File: src/rtl/cpu_v1_pkg.sv
// Shared CPUv1 constants and the register-dump state encoding.
package cpu_v1_pkg;

  localparam int unsigned XLEN   = 32;
  localparam int unsigned REG_AW = 5;

  localparam logic [REG_AW-1:0] REG_ZERO = '0;

  typedef enum logic [1:0] {
    IDLE = 2'd0,
    READ = 2'd1,
    SEND = 2'd2,
    FIN  = 2'd3
  } dump_state_e;

endpackage

File: src/rtl/reg_dump_if.sv
// Valid/ready beat stream carrying one dumped register per transfer.
interface reg_dump_if #(
  parameter int unsigned XLEN   = 32,
  parameter int unsigned REG_AW = 5
) ();

  logic              out_valid;
  logic              out_ready;
  logic [XLEN-1:0]   out_data;
  logic [REG_AW-1:0] out_idx;
  logic              out_last;

  modport master (
    output out_valid,
    output out_data,
    output out_idx,
    output out_last,
    input  out_ready
  );

  modport slave (
    input  out_valid,
    input  out_data,
    input  out_idx,
    input  out_last,
    output out_ready
  );

endinterface

File: src/rtl/reg_dump.sv
// Walks a register index range through a spare register-file read port and
// streams each value as a tagged valid/ready beat.
module reg_dump
  import cpu_v1_pkg::*;
#(
  parameter int unsigned XLEN   = 32,
  parameter int unsigned REG_AW = 5
) (
  input  logic              clk,
  input  logic              rst_n,
  input  logic              start,
  input  logic [REG_AW-1:0] first_idx,
  input  logic [REG_AW-1:0] last_idx,
  output logic [REG_AW-1:0] rf_raddr,
  input  logic [XLEN-1:0]   rf_rdata,
  reg_dump_if.master        out,
  output logic              busy,
  output logic              done
);

  dump_state_e       state_q, state_d;
  logic [REG_AW-1:0] ptr_q, ptr_d;
  logic [REG_AW-1:0] end_q, end_d;
  logic [XLEN-1:0]   data_q, data_d;
  logic [REG_AW-1:0] idx_q, idx_d;
  logic              last_q, last_d;
  logic              valid_q, valid_d;

  always_comb begin
    state_d = state_q;
    ptr_d   = ptr_q;
    end_d   = end_q;
    data_d  = data_q;
    idx_d   = idx_q;
    last_d  = last_q;
    valid_d = valid_q;

    unique case (state_q)
      IDLE: begin
        if (start) begin
          if (first_idx <= last_idx) begin
            ptr_d   = first_idx;
            end_d   = last_idx;
            state_d = READ;
          end else begin
            state_d = FIN;
          end
        end
      end
      READ: begin
        // x0 reads as zero regardless of what the port returns
        data_d  = (ptr_q == REG_AW'(REG_ZERO)) ? '0 : rf_rdata;
        idx_d   = ptr_q;
        last_d  = (ptr_q == end_q);
        valid_d = 1'b1;
        state_d = SEND;
      end
      SEND: begin
        if (out.out_ready) begin
          valid_d = 1'b0;
          if (last_q) begin
            state_d = FIN;
          end else begin
            ptr_d   = ptr_q + 1'b1;
            state_d = READ;
          end
        end
      end
      FIN: begin
        state_d = IDLE;
      end
      default: begin
        state_d = IDLE;
      end
    endcase
  end

  always_ff @(posedge clk or negedge rst_n) begin
    if (!rst_n) begin
      state_q <= IDLE;
      ptr_q   <= '0;
      end_q   <= '0;
      data_q  <= '0;
      idx_q   <= '0;
      last_q  <= 1'b0;
      valid_q <= 1'b0;
    end else begin
      state_q <= state_d;
      ptr_q   <= ptr_d;
      end_q   <= end_d;
      data_q  <= data_d;
      idx_q   <= idx_d;
      last_q  <= last_d;
      valid_q <= valid_d;
    end
  end

  assign rf_raddr      = ptr_q;
  assign out.out_valid = valid_q;
  assign out.out_data  = data_q;
  assign out.out_idx   = idx_q;
  assign out.out_last  = last_q;
  assign busy          = (state_q != IDLE);
  assign done          = (state_q == FIN);

endmodule

File: src/flat_wrapper.sv
// flat-port wrapper written by rule: the top's interface ports become plain ports
module reg_dump_flat import cpu_v1_pkg::*;
#(
  parameter int unsigned XLEN   = 32,
  parameter int unsigned REG_AW = 5
)
  (clk, rst_n, start, first_idx, last_idx, rf_raddr, rf_rdata, busy, done, out_out_valid, out_out_data, out_out_idx, out_out_last, out_out_ready);
  reg_dump_if #(.XLEN(XLEN), .REG_AW(REG_AW)) out_i ();
  input  logic clk;
  input  logic rst_n;
  input  logic start;
  input  logic [REG_AW-1:0] first_idx;
  input  logic [REG_AW-1:0] last_idx;
  output logic [REG_AW-1:0] rf_raddr;
  input  logic [XLEN-1:0] rf_rdata;
  output logic busy;
  output logic done;
  output wire logic [$bits(out_i.out_valid)-1:0] out_out_valid;
  output wire logic [$bits(out_i.out_data)-1:0] out_out_data;
  output wire logic [$bits(out_i.out_idx)-1:0] out_out_idx;
  output wire logic [$bits(out_i.out_last)-1:0] out_out_last;
  input wire logic [$bits(out_i.out_ready)-1:0] out_out_ready;
  assign out_out_valid = out_i.out_valid;
  assign out_out_data = out_i.out_data;
  assign out_out_idx = out_i.out_idx;
  assign out_out_last = out_i.out_last;
  assign out_i.out_ready = out_out_ready;
  reg_dump #(.XLEN(XLEN), .REG_AW(REG_AW)) u_core (.clk(clk), .rst_n(rst_n), .start(start), .first_idx(first_idx), .last_idx(last_idx), .rf_raddr(rf_raddr), .rf_rdata(rf_rdata), .out(out_i), .busy(busy), .done(done));
endmodule
File: config.mk
export PLATFORM = sky130hd
export DESIGN_NAME = reg_dump_flat
export DESIGN_NICKNAME = d
export VERILOG_FILES = /design/src/rtl/cpu_v1_pkg.sv /design/src/rtl/reg_dump_if.sv /design/src/rtl/reg_dump.sv /design/src/flat_wrapper.sv
export SDC_FILE = /design/constraint.sdc
export NUM_CORES = 1
export LEC_CHECK = 0
export ABC_AREA = 0
export BUFFER_PORTS_ARGS = -buffer_cell sky130_fd_sc_hd__buf_2
export CAP_MARGIN = 10
export CORE_MARGIN = 4
export CORE_UTILIZATION = 35
export CTS_CLUSTER_SIZE = 28
export DETAILED_ROUTE_END_ITERATION = 6
export GPL_TIMING_DRIVEN = 0
export PLACE_DENSITY_LB_ADDON = 0.1
export SYNTH_ARGS = -nofsm -noshare
export SYNTH_HDL_FRONTEND = slang
export SYNTH_SLANG_ARGS = --single-unit
File: constraint.sdc
create_clock -name clk -period 3.75 [get_ports clk]
set_input_delay 0.375 -clock clk [delete_from_list [all_inputs] [get_ports clk]]
set_output_delay 0.375 -clock clk [all_outputs]
set_load 0.02 [all_outputs]
==> metrics.md <==
| Metric | Value |
|---|---|
| Reg clk slew, reported paths | 0.09 ns |
| Setup WS post-layout | 2.00 ns |
| Synth warnings | 0 |
| Status | complete, no violations |
| Area leader, netlist | dfrtp_1 |
| Post-route DRC | 0 |
| H-tree depth | 2 |
| Internal | roughly 1.6 mW |
| Post-synth EDFFs | 0 |
| Die height | about 90 microns |
| Final Skew | 0.00561 ns |
| Syn_area_per_cell | 12.0 sq um |
| Clock root buffer master | clkbuf_8 |
| Initial antenna violation count | 0 |
| DRT iter0 DRCs | 62 |
| Distinct cells, synth | 45 |
| ANT nets after route | 0 |
| IO buf count | 91 |
| Req. time, crit path | 3.94 ns |
| Vias in the first global route | 1945 |
| Pwr/cell area | 919 nW/um^2 |
| Slew @ Worst Pin | ~0.59 ns |
| Clock Tree Buf Depth | 2 |
| Cts bufs inserted | 5 |
| Cell count after synthesis | 195 |
| Fill cell count | 623 |
| Die footprint | just over 8000 sq um |
| Max-slew violations | 0 |
| Peak supply drop | 0.355 mV |
| FF+latch area | 1280 sq um |
| Share of power burned in registers | 35.8% |
| Top cells by area, synth | dfrtp_1 (55%), a22o_1 (12%), mux2_2 (3.9%) |
| Final Hold Viols | 0 |
| Placer Congestion | 0.745 |
| Crit path kind | input port to flop |
| Most frequent cells in the layout | buf_2 (96), dfrtp_1 (51), a22o_1 (32), inv_1 (12), nand2_1 (11) |
| Most used DFF post-synth | dfrtp_1 |
| Clock sink count | between 50 and 60 |
| GRT Resource Usage Total | between 10% and 20% |
| WL/cell | 15.4 microns |
| Sequential cell area fraction in the yosys report | 54.6% |
| F_max | 573 MHz |
| Setup TNS | 0 ns |
| CTS tree | yes |
| Initial Utilization | between 30% and 40% |
| P_sw | 1.18 mW |
| Via Count | around 1900 |
| Routed WL | between 5 and 6 mm |
| Crit path time final | 1.75 ns |
| Layout cells sized above 1 | 43.4% |
| Post-synthesis register bit count | roughly 50 |
| Final Cycle Share | between 40 and 50% |
| Logic pwr share | 52.4% |
| Max Cap Viol | 0 |
| Syn Nets | between 200 and 250 |
| Clk pwr share | 11.8% |
| Crit Path Max Fanout | 7 |
| 1st-pass router iterations | 4 |
| Setup WS pre-CTS | 1.68 ns |
| Synth async-reset ratio | 100% |
| RSZ-0062 raised after global routing | no |
| Final setup fails | 0 |
| Worst relative slew slack | 60.7% |
| PostCTS Resize Cnt | 0 |
| IO Pins | 92 |
| Sw Ratio | between 40 and 50% |
| HP Class | input port to async pin |
| N_diodes | 0 |
| Multi-input logic area | 940 sq um |
| Commonest non-fill, non-tap cell in the layout | buf_2 |
| Worst setup SP type | input port |
| Largest net degree at the start of global routing | 52 |
| DR vias/cell | 5.01 |
| CP endpoint kind | flop |
| Layout area overhead | 28.5% |
| Overall overflow remaining after global route | 0 |
| Hold-fix buffers, CTS | 0 |
| Global-route wire length before repair | 9.84 mm |
| Worst-Skew Late Latency | 0.29 ns |
| Yosys top cell area share | 54.6% |
| # Post-CTS Setup Buffers | 0 |
| Row count | 29 |
| Die X-Extent | between 80 and 90 microns |
| Mapped Area | 2340 sq um |
| CP Data Arrival Time | 1.93 ns |
| Core footprint | 6420 sq um |
| Final nets | 347 |
| Hpwl dp | 4.32 mm |
| Leakage | 1.51 nW |
-- worst paths after layout --
kind / startpoint / end / slack (ns) / depth (start not counted)
setup / recovery: first_idx[2] / u_core.end_q[3]$_DFFE_PN0P_ / 2.00 / 6
hold / removal: rst_n / u_core.out.out_data[17]$_DFFE_PN0P_ / 0.08 / 1
setup reg to reg: u_core.rf_raddr[0]$_DFFE_PN0P_ / u_core.out.out_data[21]$_DFFE_PN0P_ / 2.07 / 6
hold reg to reg: u_core.out.out_idx[0]$_DFFE_PN0P_ / u_core.out.out_idx[0]$_DFFE_PN0P_ / 0.49 / 2
max in group asynchronous: rst_n / u_core.end_q[0]$_DFFE_PN0P_ / 3.13 / 2
min in group clk: rf_rdata[26] / u_core.out.out_data[26]$_DFFE_PN0P_ / 0.29 / 2
-- flip-flops by register name (all words and copies together) (netlist names) --
name,flops
u_core.out.out_data,32
u_core.rf_raddr,5
u_core.out.out_valid,1
u_core.state_q,2
u_core.end_q,5
u_core.out.out_last,1
u_core.out.out_idx,5
-- worst max-delay path, cell delays in order --
cell,delay [ns]
buf_2,0.12
ha_1,0.34
a211oi_2,0.23
o221ai_2,0.24
a21oi_4,0.27
mux2_2,0.36
-- per-layer routing --
metal | global-route usage (%) | share of wire, %
met3 | 3.92 | 5.5
met2 | 22.7 | 45
met1 | 20.7 | 49
met4 | 2.81 | 0.61
met5 | 0 | 0
-- synthesized netlist by cell type (2+ instances only) --
cell type	count
a21o_1	2
a21oi_1	7
a221oi_1	2
a22o_1	32
buf_2	5
buf_4	3
clkbuf_1	4
dfrtp_1	51
ha_1	7
inv_1	12
mux2_2	8
nand2_1	11
nand2b_1	2
nand4_1	2
nand4b_1	2
nor2_1	5
nor3_1	2
o21ai_0	7
o22ai_1	2
xnor2_1	3
xor2_1	2
-- metrics by stage --
step / utilization, % / cell area, sq um / power (mW) / hold slack, ns / std cells
floorplan: - / 2340 / 1.99 / 0.0794 / 195
global placement: 45.0 / 2890 / 2.45 / 0.459 / 363
detailed placement: 45.0 / 2890 / 2.46 / 0.476 / 363
CTS: 46.5 / 2990 / 2.80 / 0.284 / 371
global route: 46.8 / 3010 / 2.98 / 0.109 / 372
finish: 46.8 / 3010 / 2.76 / 0.0767 / 372
-- power by group through the flow --
stage               clock, mW  sequential, mW  combinational [mW]
global placement            0           0.996                1.45
finish                  0.325           0.988                1.45
detailed placement          0            1.00                1.46
floorplan                   0            1.26               0.736
CTS                     0.342           0.991                1.47
global route            0.365            1.03                1.59
-- cell type report --
cell class                      count  share of cell area (%)
Multi-Input combinational cell    118                    31.3
Timing Repair Buffer               92                    15.8
Clock buffer                        7                    2.87
Inverter                           13                    1.62
Clock inverter                      1                   0.291
Buffer                             13                    2.46
Tap cell                           77                    3.21
Sequential cell                    51                    42.5
-- cells by family (layout without fill, tap and decap cells) --
group / after synthesis / in the layout / synth area share [%]
DFF: 51 / 51 / 54.6
muxes: 8 / 8 / 3.85
AOI/OAI and AO/OA: 63 / 63 / 21.9
and+or+nand+nor: 35 / 35 / 8.78
adders and majority gates: 7 / 7 / 3.75
buffers and inverters: 26 / 126 / 5.24
xor gates and xnor gates: 5 / 5 / 1.87
No activity file was read; power rests on OpenSTA's default activity.
